File: config.mk
export PLATFORM = sky130hd
export DESIGN_NAME = cl_adder4
export DESIGN_NICKNAME = d
export VERILOG_FILES = /design/src/rtl/cl_adder4_pkg.sv /design/src/rtl/cla_carry_unit.sv /design/src/rtl/cl_adder4.sv
export SDC_FILE = /design/constraint.sdc
export NUM_CORES = 1
export LEC_CHECK = 0
export BUFFER_PORTS_ARGS = -buffer_cell sky130_fd_sc_hd__buf_4
export CAP_MARGIN = 20
export CORE_AREA = 4 4 41 43
export DETAILED_ROUTE_END_ITERATION = 16
export DIE_AREA = 0 0 45 47
export GPL_ROUTABILITY_DRIVEN = 0
export GPL_TIMING_DRIVEN = 0
export MAX_ROUTING_LAYER = met4
export PLACE_DENSITY = 0.48
export SLEW_MARGIN = 20
export SYNTH_ARGS = -nofsm -noshare
export SYNTH_HDL_FRONTEND = slang
export SYNTH_SLANG_ARGS = --single-unit
File: constraint.sdc
create_clock -name clk -period 0.8 [get_ports clk]
set_input_delay 0.08 -clock clk [delete_from_list [all_inputs] [get_ports clk]]
set_output_delay 0.08 -clock clk [all_outputs]
set_load 0.1 [all_outputs]
File: src/rtl/cl_adder4_pkg.sv
// Shared width, word and generate/propagate types for the cl_adder4 carry-lookahead slice.
package cl_adder4_pkg;

  localparam int CLA_W = 4;

  typedef logic [CLA_W-1:0] cla_word_t;

  typedef struct packed {
    cla_word_t g;
    cla_word_t p;
  } cla_pg_t;

  // Per-bit generate and propagate terms of two operands
  function automatic cla_pg_t cla_make_pg(input cla_word_t a, input cla_word_t b);
    cla_pg_t r;
    r.g = a & b;
    r.p = a ^ b;
    return r;
  endfunction

endpackage

File: src/rtl/cla_carry_unit.sv
// Two-level lookahead carry network: every carry is a flat sum of products of g, p and cin.
module cla_carry_unit
  import cl_adder4_pkg::*;
(
  input  logic [CLA_W-1:0] g,
  input  logic [CLA_W-1:0] p,
  input  logic             cin,
  output logic [CLA_W:0]   c,
  output logic             grp_p,
  output logic             grp_g
);

  // Flat carry equations, no carry feeds another carry
  always_comb begin
    c[0]  = cin;
    c[1]  = g[0] | (p[0] & cin);
    c[2]  = g[1] | (p[1] & g[0]) | (p[1] & p[0] & cin);
    c[3]  = g[2] | (p[2] & g[1]) | (p[2] & p[1] & g[0]) | (p[2] & p[1] & p[0] & cin);
    c[4]  = g[3] | (p[3] & g[2]) | (p[3] & p[2] & g[1]) | (p[3] & p[2] & p[1] & g[0])
          | (p[3] & p[2] & p[1] & p[0] & cin);
    grp_p = &p;
    // Group generate is the carry-out with cin forced low
    grp_g = g[3] | (p[3] & g[2]) | (p[3] & p[2] & g[1]) | (p[3] & p[2] & p[1] & g[0]);
  end

endmodule

File: src/rtl/cl_adder4.sv
// Registered 4-bit carry-lookahead adder slice, {Cout,S} = A+B+Cin one cycle later.
// Optional group PG/GG outputs are built when CL_ADDER4_GROUP_PG_EN is defined.
module cl_adder4
  import cl_adder4_pkg::*;
(
  input  logic             clk,
  input  logic             rst,
  input  logic [CLA_W-1:0] A,
  input  logic [CLA_W-1:0] B,
  input  logic             Cin,
  output logic             Cout,
  output logic [CLA_W-1:0] S
`ifdef CL_ADDER4_GROUP_PG_EN
  ,
  output logic             PG,
  output logic             GG
`endif
);

  cla_pg_t          pg_s;
  logic [CLA_W:0]   c_s;
  logic             grp_p_s;
  logic             grp_g_s;
  cla_word_t        sum_s;
  cla_word_t        s_r;
  logic             cout_r;

  assign pg_s = cla_make_pg(A, B);

  cla_carry_unit u_carry (
    .g     (pg_s.g),
    .p     (pg_s.p),
    .cin   (Cin),
    .c     (c_s),
    .grp_p (grp_p_s),
    .grp_g (grp_g_s)
  );

  assign sum_s = pg_s.p ^ c_s[CLA_W-1:0];

  // Sum and carry-out registers
  always_ff @(posedge clk or posedge rst) begin
    if (rst) begin
      s_r    <= 4'h0;
      cout_r <= 1'b0;
    end else begin
      s_r    <= sum_s;
      cout_r <= c_s[CLA_W];
    end
  end

  assign S    = s_r;
  assign Cout = cout_r;

`ifdef CL_ADDER4_GROUP_PG_EN
  logic pg_r;
  logic gg_r;

  // Group propagate/generate registers for cross-slice lookahead
  always_ff @(posedge clk or posedge rst) begin
    if (rst) begin
      pg_r <= 1'b0;
      gg_r <= 1'b0;
    end else begin
      pg_r <= grp_p_s;
      gg_r <= grp_g_s;
    end
  end

  assign PG = pg_r;
  assign GG = gg_r;
`else
  logic group_unused_s;
  assign group_unused_s = grp_p_s ^ grp_g_s;
`endif

endmodule

Word level (Yosys, flattened, before mapping)

Index checks and enable logic that the tools add are counted.

Register bits: 5
Bits in latches: 0
Memory bits (writable): 0
Memory bits (read-only): 0
Input port bits: 11
Output and inout port bits: 5
Logic and storage cells: 31
Memories kept: 0

Add/sub/neg operators: 0
$mul: 0
Div/mod/pow operators: 0
Order comparisons: 0
Eq/ne operators: 0
Shift operators: 0
Multiplexer cells: 0
Bitwise operators: 29
Reductions and logical operators: 0

Operators with widths:

| kind              | count |
|---|---|
| bitwise AND 1 bit | 16 |
| OR 1 bit          | 10 |
| bitwise XOR 4 bit | 2 |
| bitwise AND 4 bit | 1 |

Depth between registers and ports, before layout

Gate-level depths: netlist of run 1.

Depth in word-level cells: 6
Gate-level depth with buffers: 4
Gate-level depth less buffers: 4

Cells and area by module

Synthesis of run 1 repeated with hierarchy kept, for this count alone.

Cells, all modules: 25
Area, all modules: 281.5 µm²

By module, submodules not included:

| module         | instances | cells an instance | area an instance (µm²) | sequential area each (µm²) |
|---|---|---|---|---|
| cl_adder4      | 1         | 14                | 214.0                  | 125.1 |
| cla_carry_unit | 1         | 11                | 67.6                   | 0.0 |

Worst setup path before layout of run 1

Ideal clock, no wire load.

Path type: input port to flip-flop
From: input port A[2]
To: register cout_r (netlist: Cout)
Setup time: 118 ps
Data arrival time: 929 ps
Required time: 682 ps
Path slack: -247 ps
Cell stages on the path: 4
Buffers on the path: 0
Cell sequence: ha_1 a21o_1 a31o_1 a21o_1

Longest elaborated chain between the ends: 6
Elaborated cells on any way between the ends: 13
Classes of those cells: bitwise (13)

Ends and longest elaborated chain:

| item                                                   | RTL line                                   | text |
|---|---|---|
| start: declaration                                     | cl_adder4.sv:8                             | `input logic [CLA_W-1:0] A,` |
| bitwise AND 4 bit or bitwise XOR 4 bit (tied branches) | cl_adder4_pkg.sv:16, cl_adder4_pkg.sv:17   |  |
| bitwise AND 1 bit, on equally long branches            | cla_carry_unit.sv:19, cla_carry_unit.sv:20 |  |
| OR 1 bit (tied with other cells) (2 in series)         | cla_carry_unit.sv:19                       | `c[4] = g[3] \| (p[3] & g[2]) \| (p[3] & p[2] & g[1]) \| (p[3] & p[2] & p[1] & g[0])` |
| OR 1 bit or bitwise AND 1 bit (tied branches)          | cla_carry_unit.sv:19, cla_carry_unit.sv:20 |  |
| OR 1 bit (*)                                           | cla_carry_unit.sv:20                       | `\| (p[3] & p[2] & p[1] & p[0] & cin);` |
| via c_s[4]                                             | cl_adder4.sv:21                            | `logic [CLA_W:0] c_s;` |
| end signal: assignment                                 | cl_adder4.sv:48                            | `cout_r <= c_s[CLA_W];` |
| end: declaration                                       | cl_adder4.sv:26                            | `logic cout_r;` |

Mark *: on every way through the listed nets, which the timed path passes. The rest lies on a longest branch.

Worst setup path after layout of run 1

From: register s_r[3] (netlist: S[3])
To: output port S[3]

RTL lines:

| item                     | RTL line        | text |
|---|---|---|
| start: declaration       | cl_adder4.sv:25 | `cla_word_t s_r;` |
| start signal: assignment | cl_adder4.sv:47 | `s_r <= sum_s;` |
| end: declaration         | cl_adder4.sv:12 | `output logic [CLA_W-1:0] S` |

No word-level cell between the ends.

==> impl_results.md, run 1 <==
- Status: complete, but fails checks
- Failing checks: negative setup slack
- Nets@finish: 60
- CTS max path bufs: 2
- Vias in the first global route: around 260
- Power per cell area: 2400 nW/um^2
- Worst Path Buf+Inv: 1
- WP data required: roughly 0.72 ns
- CP startpoint kind: register
- Crit path DAT: around 0.81 ns
- Largest net degree at the start of global routing: 6
- Measured slew at the worst slew-check pin: 0.182 ns
- Register bit total from synthesis: 5
- MaxCap Viol Count: 0
- Top Ports: 16
- Sequential-to-total area share from yosys stat: 45.2%
- Crit-path leading delay family: flip-flops
- Core Area: around 1300 sq um
- Final setup fails: 7
- Placed Area: 439 sq um
- Crit-path max cell delay: ~0.40 ns
- Fin area: between 500 and 600 sq um
- TritonCTS sink count: 5
- Starting Density: a little over a fifth
- Total track usage: 7.06%
- Initial DRC Count: 0
- Routed wire per std cell: about 9.7 microns
- Power, Total: ~1300 uW
- Initial antenna violation count: 0
- CP cell instances: buf_12
- CP Max Fanout: 1
- F_max: between 1 and 1.5 GHz
- Crit path capture type: output port
- Worst rel slew slack: just under 90%
- DRC: 0
- Vias: 229
- Die Y: 47 microns
- Clock-pin slew on the worst setup and hold paths: ~0.040 ns
- Unrepaired setup endpoints after global routing: true
- Mapped Nets: 39
- Global-route wire length before repair: roughly 930 microns
- Row cnt: 13
- Drt pass-1 iters: 1
- Final min period: 0.891 ns
- Final worst setup slack: -0.0911 ns
- Max VDD drop: 0.000744 V
- Post-Synthesis Mean Instance Area: approximately 12 sq um
- Layout cells sized above 1: about three fifths
- Fin. Hold Viols: 0
- ANT cells: 0
- Hold Crit Class: input pin to register
- Die ar.: between 2000 and 2500 sq um
- H-tree levels: 1
- Ys Warns: 0
- Max Transition Viols Final: 0
- Area growth from synthesis to layout: 95.0%
- Lkg Pwr: 0.000269 uW
- Grt ovf: 0
- Die X: 45 microns
- Remaining antenna violation count: 0
- CTS tree: built
- Routed wire length: roughly 570 microns
- Syn Inst Count: 23
- Vias per inst: about 3.9
- Setup Buffers After CTS: 0
- Cell Area, Synth: between 200 and 300 sq um
- Total CTS buffers: 3
- Slowest CP cell: dfrtp_2
- Fin crit share: 111%
- CTS Root Cell: clkbuf_4
- Count of input and output buffers: 15
- Synth unique cells: 9
- Setup Crit Path Kind: register to output port
per-layer routing:
| layer | track usage [%] | up-vias | part of all wire [%] |
|---|---|---|---|
| li1 | - | 114 | - |
| met1 | 5.09 | 100 | 31 |
| met2 | 12.1 | 13 | 55 |
| met3 | 2.30 | 2 | 10 |
| met4 | 8.77 | 0 | 3.4 |
| met5 | - | - | 0 |
per-stage QoR:
step,setup TNS (ns),worst slack (ns),hold WS [ns],utilization (%),instances
floorplan,-0.305,-0.143,-0.141,-,23
global placement,-1.05,-0.319,-0.0152,33.8,53
detailed placement,-1.10,-0.316,-0.0108,33.8,53
CTS,-0.570,-0.102,0.149,39.4,58
global route,-0.600,-0.108,0.162,41.4,58
finish,-0.490,-0.0911,0.154,41.4,58
final timing paths:
| path | depth (start not counted) | end | slack (ns) | start |
|---|---|---|---|---|
| max | 1 | S[3] | -0.09 | S[3] |
| max in group asynchronous | 3 | S[0] | 0.32 | rst |
| min | 3 | Cout | 0.15 | B[3] |
| min in group asynchronous | 3 | Cout | 0.30 | rst |
report_power, final:
part,leakage [uW],internal [uW],switching [uW]
Combinational,0.000200,248,420
Clock,0.0000150,188,99.2
Sequential,0.0000536,307,31.3
Total,0.000269,744,550
final cells by class:
class / instances / area (sq um)
Fill cell: 145 / 762
Tap cell: 15 / 18.8
Sequential cell: 5 / 131
Timing Repair Buffer: 16 / 186
Multi-Input combinational cell: 13 / 158
Clock buffer: 4 / 26.3
Inverter: 5 / 18.8
layout by cell type, fill, tap and decap left out:
cell type	instances
dfrtp_2	5
inv_1	5
a21o_1	3
buf_8	2
clkbuf_4	3
buf_4	7
ha_1	2
ha_4	2
fa_1	1
dlygate4sd3_1	1
clkbuf_1	1
a21oi_1	1
xnor2_1	2
a31o_1	1
buf_6	3
xor2_1	1
buf_12	3
logic make-up after synthesis:
group	after synthesis	synth area share (%)
XOR/XNOR	3	9.50
buffers and inverters	5	6.79
adder cells (fa/ha/maj)	5	25.3
AO/OA/AOI/OAI	5	13.1
flip-flops	5	45.2
sequential cells by signal, summed over array words and instances, names as in the netlist:
signal	count
S	4
Cout	1
Yosys cell counts (all sizes together):
cell	count	share of area (%)
a21oi	1	1.8
inv	5	6.8
fa	1	7.2
a31o	1	3.2
ha	4	18
a21o	3	8.1
xnor2	2	6.3
xor2	1	3.2
dfrtp	5	45
timing repair:
item / in CTS / in global routing
pin swaps: 5 / 4
hold endpoints to repair: 5 / 0
resized for setup: 10 / 6
endpoints found under the setup margin: 7 / 7
hold buffers: 1 / 0
No activity file was read; power rests on OpenSTA's default activity.
==> inputs of run 2 (changes only) <==
--- a/config.mk
+++ b/config.mk
@@ -6,14 +6,12 @@
 export NUM_CORES = 1
 export LEC_CHECK = 0
 export BUFFER_PORTS_ARGS = -buffer_cell sky130_fd_sc_hd__buf_4
-export CAP_MARGIN = 20
 export CORE_AREA = 4 4 41 43
 export DETAILED_ROUTE_END_ITERATION = 16
 export DIE_AREA = 0 0 45 47
 export GPL_ROUTABILITY_DRIVEN = 0
 export GPL_TIMING_DRIVEN = 0
 export MAX_ROUTING_LAYER = met4
-export PLACE_DENSITY = 0.48
 export SLEW_MARGIN = 20
 export SYNTH_ARGS = -nofsm -noshare
 export SYNTH_HDL_FRONTEND = slang
==> run 2 against run 1 <==
The flow still finishes with violations (negative setup slack). Worst setup slack about the same. Via count is 2.6% higher. Wire length shrank 1.6%. Sequential share of layout area grew 0.23 points. Critical path depth did not move. Non-clock buffer count up 1. First-iteration DRC count is 1 higher.
==> impl_results.md, run 2 (synthesis results as in run 1) <==
- Status: complete, but fails checks
- Failing checks: negative setup slack
- Drt pass-1 iters: 2 (+1)
- Unrepaired setup endpoints after global routing: true
- CTS Root Cell: clkbuf_4
- Switching Share: 43.0% (+0.45 points)
- Routed wire length: 556 microns (-1.6%)
- Sw power: 538 uW (-2.3%)
- Fin crit share: 111% (about the same)
- Total CTS buffers: 3 (unchanged)
- Remaining antenna violation count: 0 (unchanged)
- Grt ovf: 0 (unchanged)
- F_max: 1.12 GHz (about the same)
- Measured slew at the worst slew-check pin: 0.202 ns (+0.0204 ns)
- Top Ports: 16 (unchanged)
- Initial antenna violation count: 0 (unchanged)
- Power per cell area: 2340 nW/um^2 (-2.4%)
- Max Transition Viols Final: 0 (unchanged)
- Commonest non-fill, non-tap cell in the layout: buf_4
- Worst rel slew slack: 86.5% (-1.3 points)
- Fin. Hold Viols: 0 (unchanged)
- Nets@finish: 61 (+1.7%)
- Max FFs per register: 4 (unchanged)
- Crit path DAT: 0.81 ns (about the same)
- Commonest cells after routing, fill and taps aside: buf_4 (8), dfrtp_2 (5), inv_1 (5), buf_6 (5)
- Final min period: 0.891 ns (+0.000179 ns)
- Die Y: 47 microns (unchanged)
- CP Max Fanout: 1 (unchanged)
- Routed wire per std cell: 9.42 microns (-3.3%)
- H-tree levels: 1 (unchanged)
- Starting Density: 21.2% (unchanged)
- Comb power frac: 51.2% (-0.4 points)
- Final setup fails: 7 (unchanged)
- Row cnt: 13 (unchanged)
- Setup Crit Path Kind: register to output port
- Max VDD drop: 0.000881 V (+18%)
- Slowest CP cell: dfrtp_2
- Int Power: 713 uW (-4.1%)
- Crit path capture type: output port
- Count of input and output buffers: 15 (unchanged)
- WP data required: 0.72 ns (about the same)
- Core Area: 1300 sq um (unchanged)
- CP startpoint kind: register
- Largest net degree at the start of global routing: 6 (unchanged)
- Vias: 235 (+2.6%)
- Filler cells: 132 (-9.0%)
- Global-route wire length before repair: 876 microns (-5.9%)
- Dpl ws: -0.336 ns (-0.0198 ns)
- CTS max path bufs: 2 (unchanged)
- Crit-path leading delay family: flip-flops
- Clock-pin slew on the worst setup and hold paths: 0.04 ns (about the same)
- Detail Placement HPWL: a little over 500 microns
- Hold Crit Class: input pin to register
- Crit-path max cell delay: 0.39 ns (about the same)
- CP Depth: 1 (unchanged)
- Die ar.: 2120 sq um (unchanged)
- Final worst setup slack: -0.0913 ns (-0.000179 ns)
- Worst Path Buf+Inv: 1 (unchanged)
- TritonCTS sink count: 5 (unchanged)
- Worst hold path depth: 3 (unchanged)
- DRC: 0 (unchanged)
- ANT cells: 0 (unchanged)
- Flop pwr share: 26.5% (+0.4 points)
- Area growth from synthesis to layout: 93.2%
- CP cell instances: buf_6
- Die X: 45 microns (unchanged)
- CTS tree: built
- Clock power share: 22.3% (about the same)
- Initial DRC Count: 1 (+1)
- Layout cells sized above 1: 59.1% (+0.95 points)
- Multi-input logic area: 158 sq um (unchanged)
- Vias in the first global route: 235 (-10%)
- Total track usage: 6.66% (-0.41 points)
- Vias per inst: 3.98 (+0.88%)
- Lkg Pwr: 0.000269 uW (about the same)
- FF/Latch Area: 131 sq um (unchanged)
- MaxCap Viol Count: 0 (unchanged)
- Setup TNS: -0.475 ns (+0.0153 ns)
==> run 2: path summary, 6_finish.rpt <==
| kind | from | end | slack (ns) |
|---|---|---|---|
| max | S[3] | S[3] | -0.09 |
| min | B[3] | S[3] | 0.18 |
| max in group asynchronous | rst | Cout | 0.33 |
| min in group asynchronous | rst | S[3] | 0.30 |
==> run 2: worst min-delay path: cells and delay by family <==
kind       cells  cell delay [ns]
buf+inv        1             0.08
xor+xnor       1             0.08
fa+ha+maj      1             0.14
==> run 2: through the flow <==
step           util, %  hold WS, ns  total power [uW]  area (sq um)  instances
6_report          41.1        0.181              1250           534         59
5_1_grt           41.1        0.171              1330           534         59
4_1_cts           39.1        0.172              1240           509         59
3_5_place_dp      33.8      -0.0105               893           439         53
3_3_place_gp      33.8     -0.00811               886           439         53
2_1_floorplan        -       -0.141               749           308         23
==> run 2: cell type report <==
class / instances / share of cell area (%)
multi-input cells: 13 / 29.5
inverters: 5 / 3.51
well taps: 15 / 3.51
clock buffers: 4 / 4.92
flip-flops and latches: 5 / 24.6
repair buffers: 17 / 34.0
==> run 2: repair_timing <==
action,4_1_cts,5_1_grt
resized for setup,7,6
endpoints found under the setup margin,7,7
pin swaps,5,4
setup buffers,1,0
hold buffers,1,0
endpoints found under the hold margin,5,0
==> run 2: power groups by stage <==
stage	logic [uW]	registers, uW	clock network (uW)
2_1_floorplan	93.6	655	0
3_3_place_gp	566	320	0
3_5_place_dp	571	322	0
4_1_cts	614	328	295
5_1_grt	666	335	325
6_report	640	332	279
==> run 2: routing by layer <==
layer,global-route usage [%],routed length [microns],up-vias,share of wire [%]
met2,8.47,267,16,48
li1,-,-,117,-
met4,5.26,0,0,0
met1,6.96,195,102,35
met3,4.60,93,0,17
met5,-,0,-,0
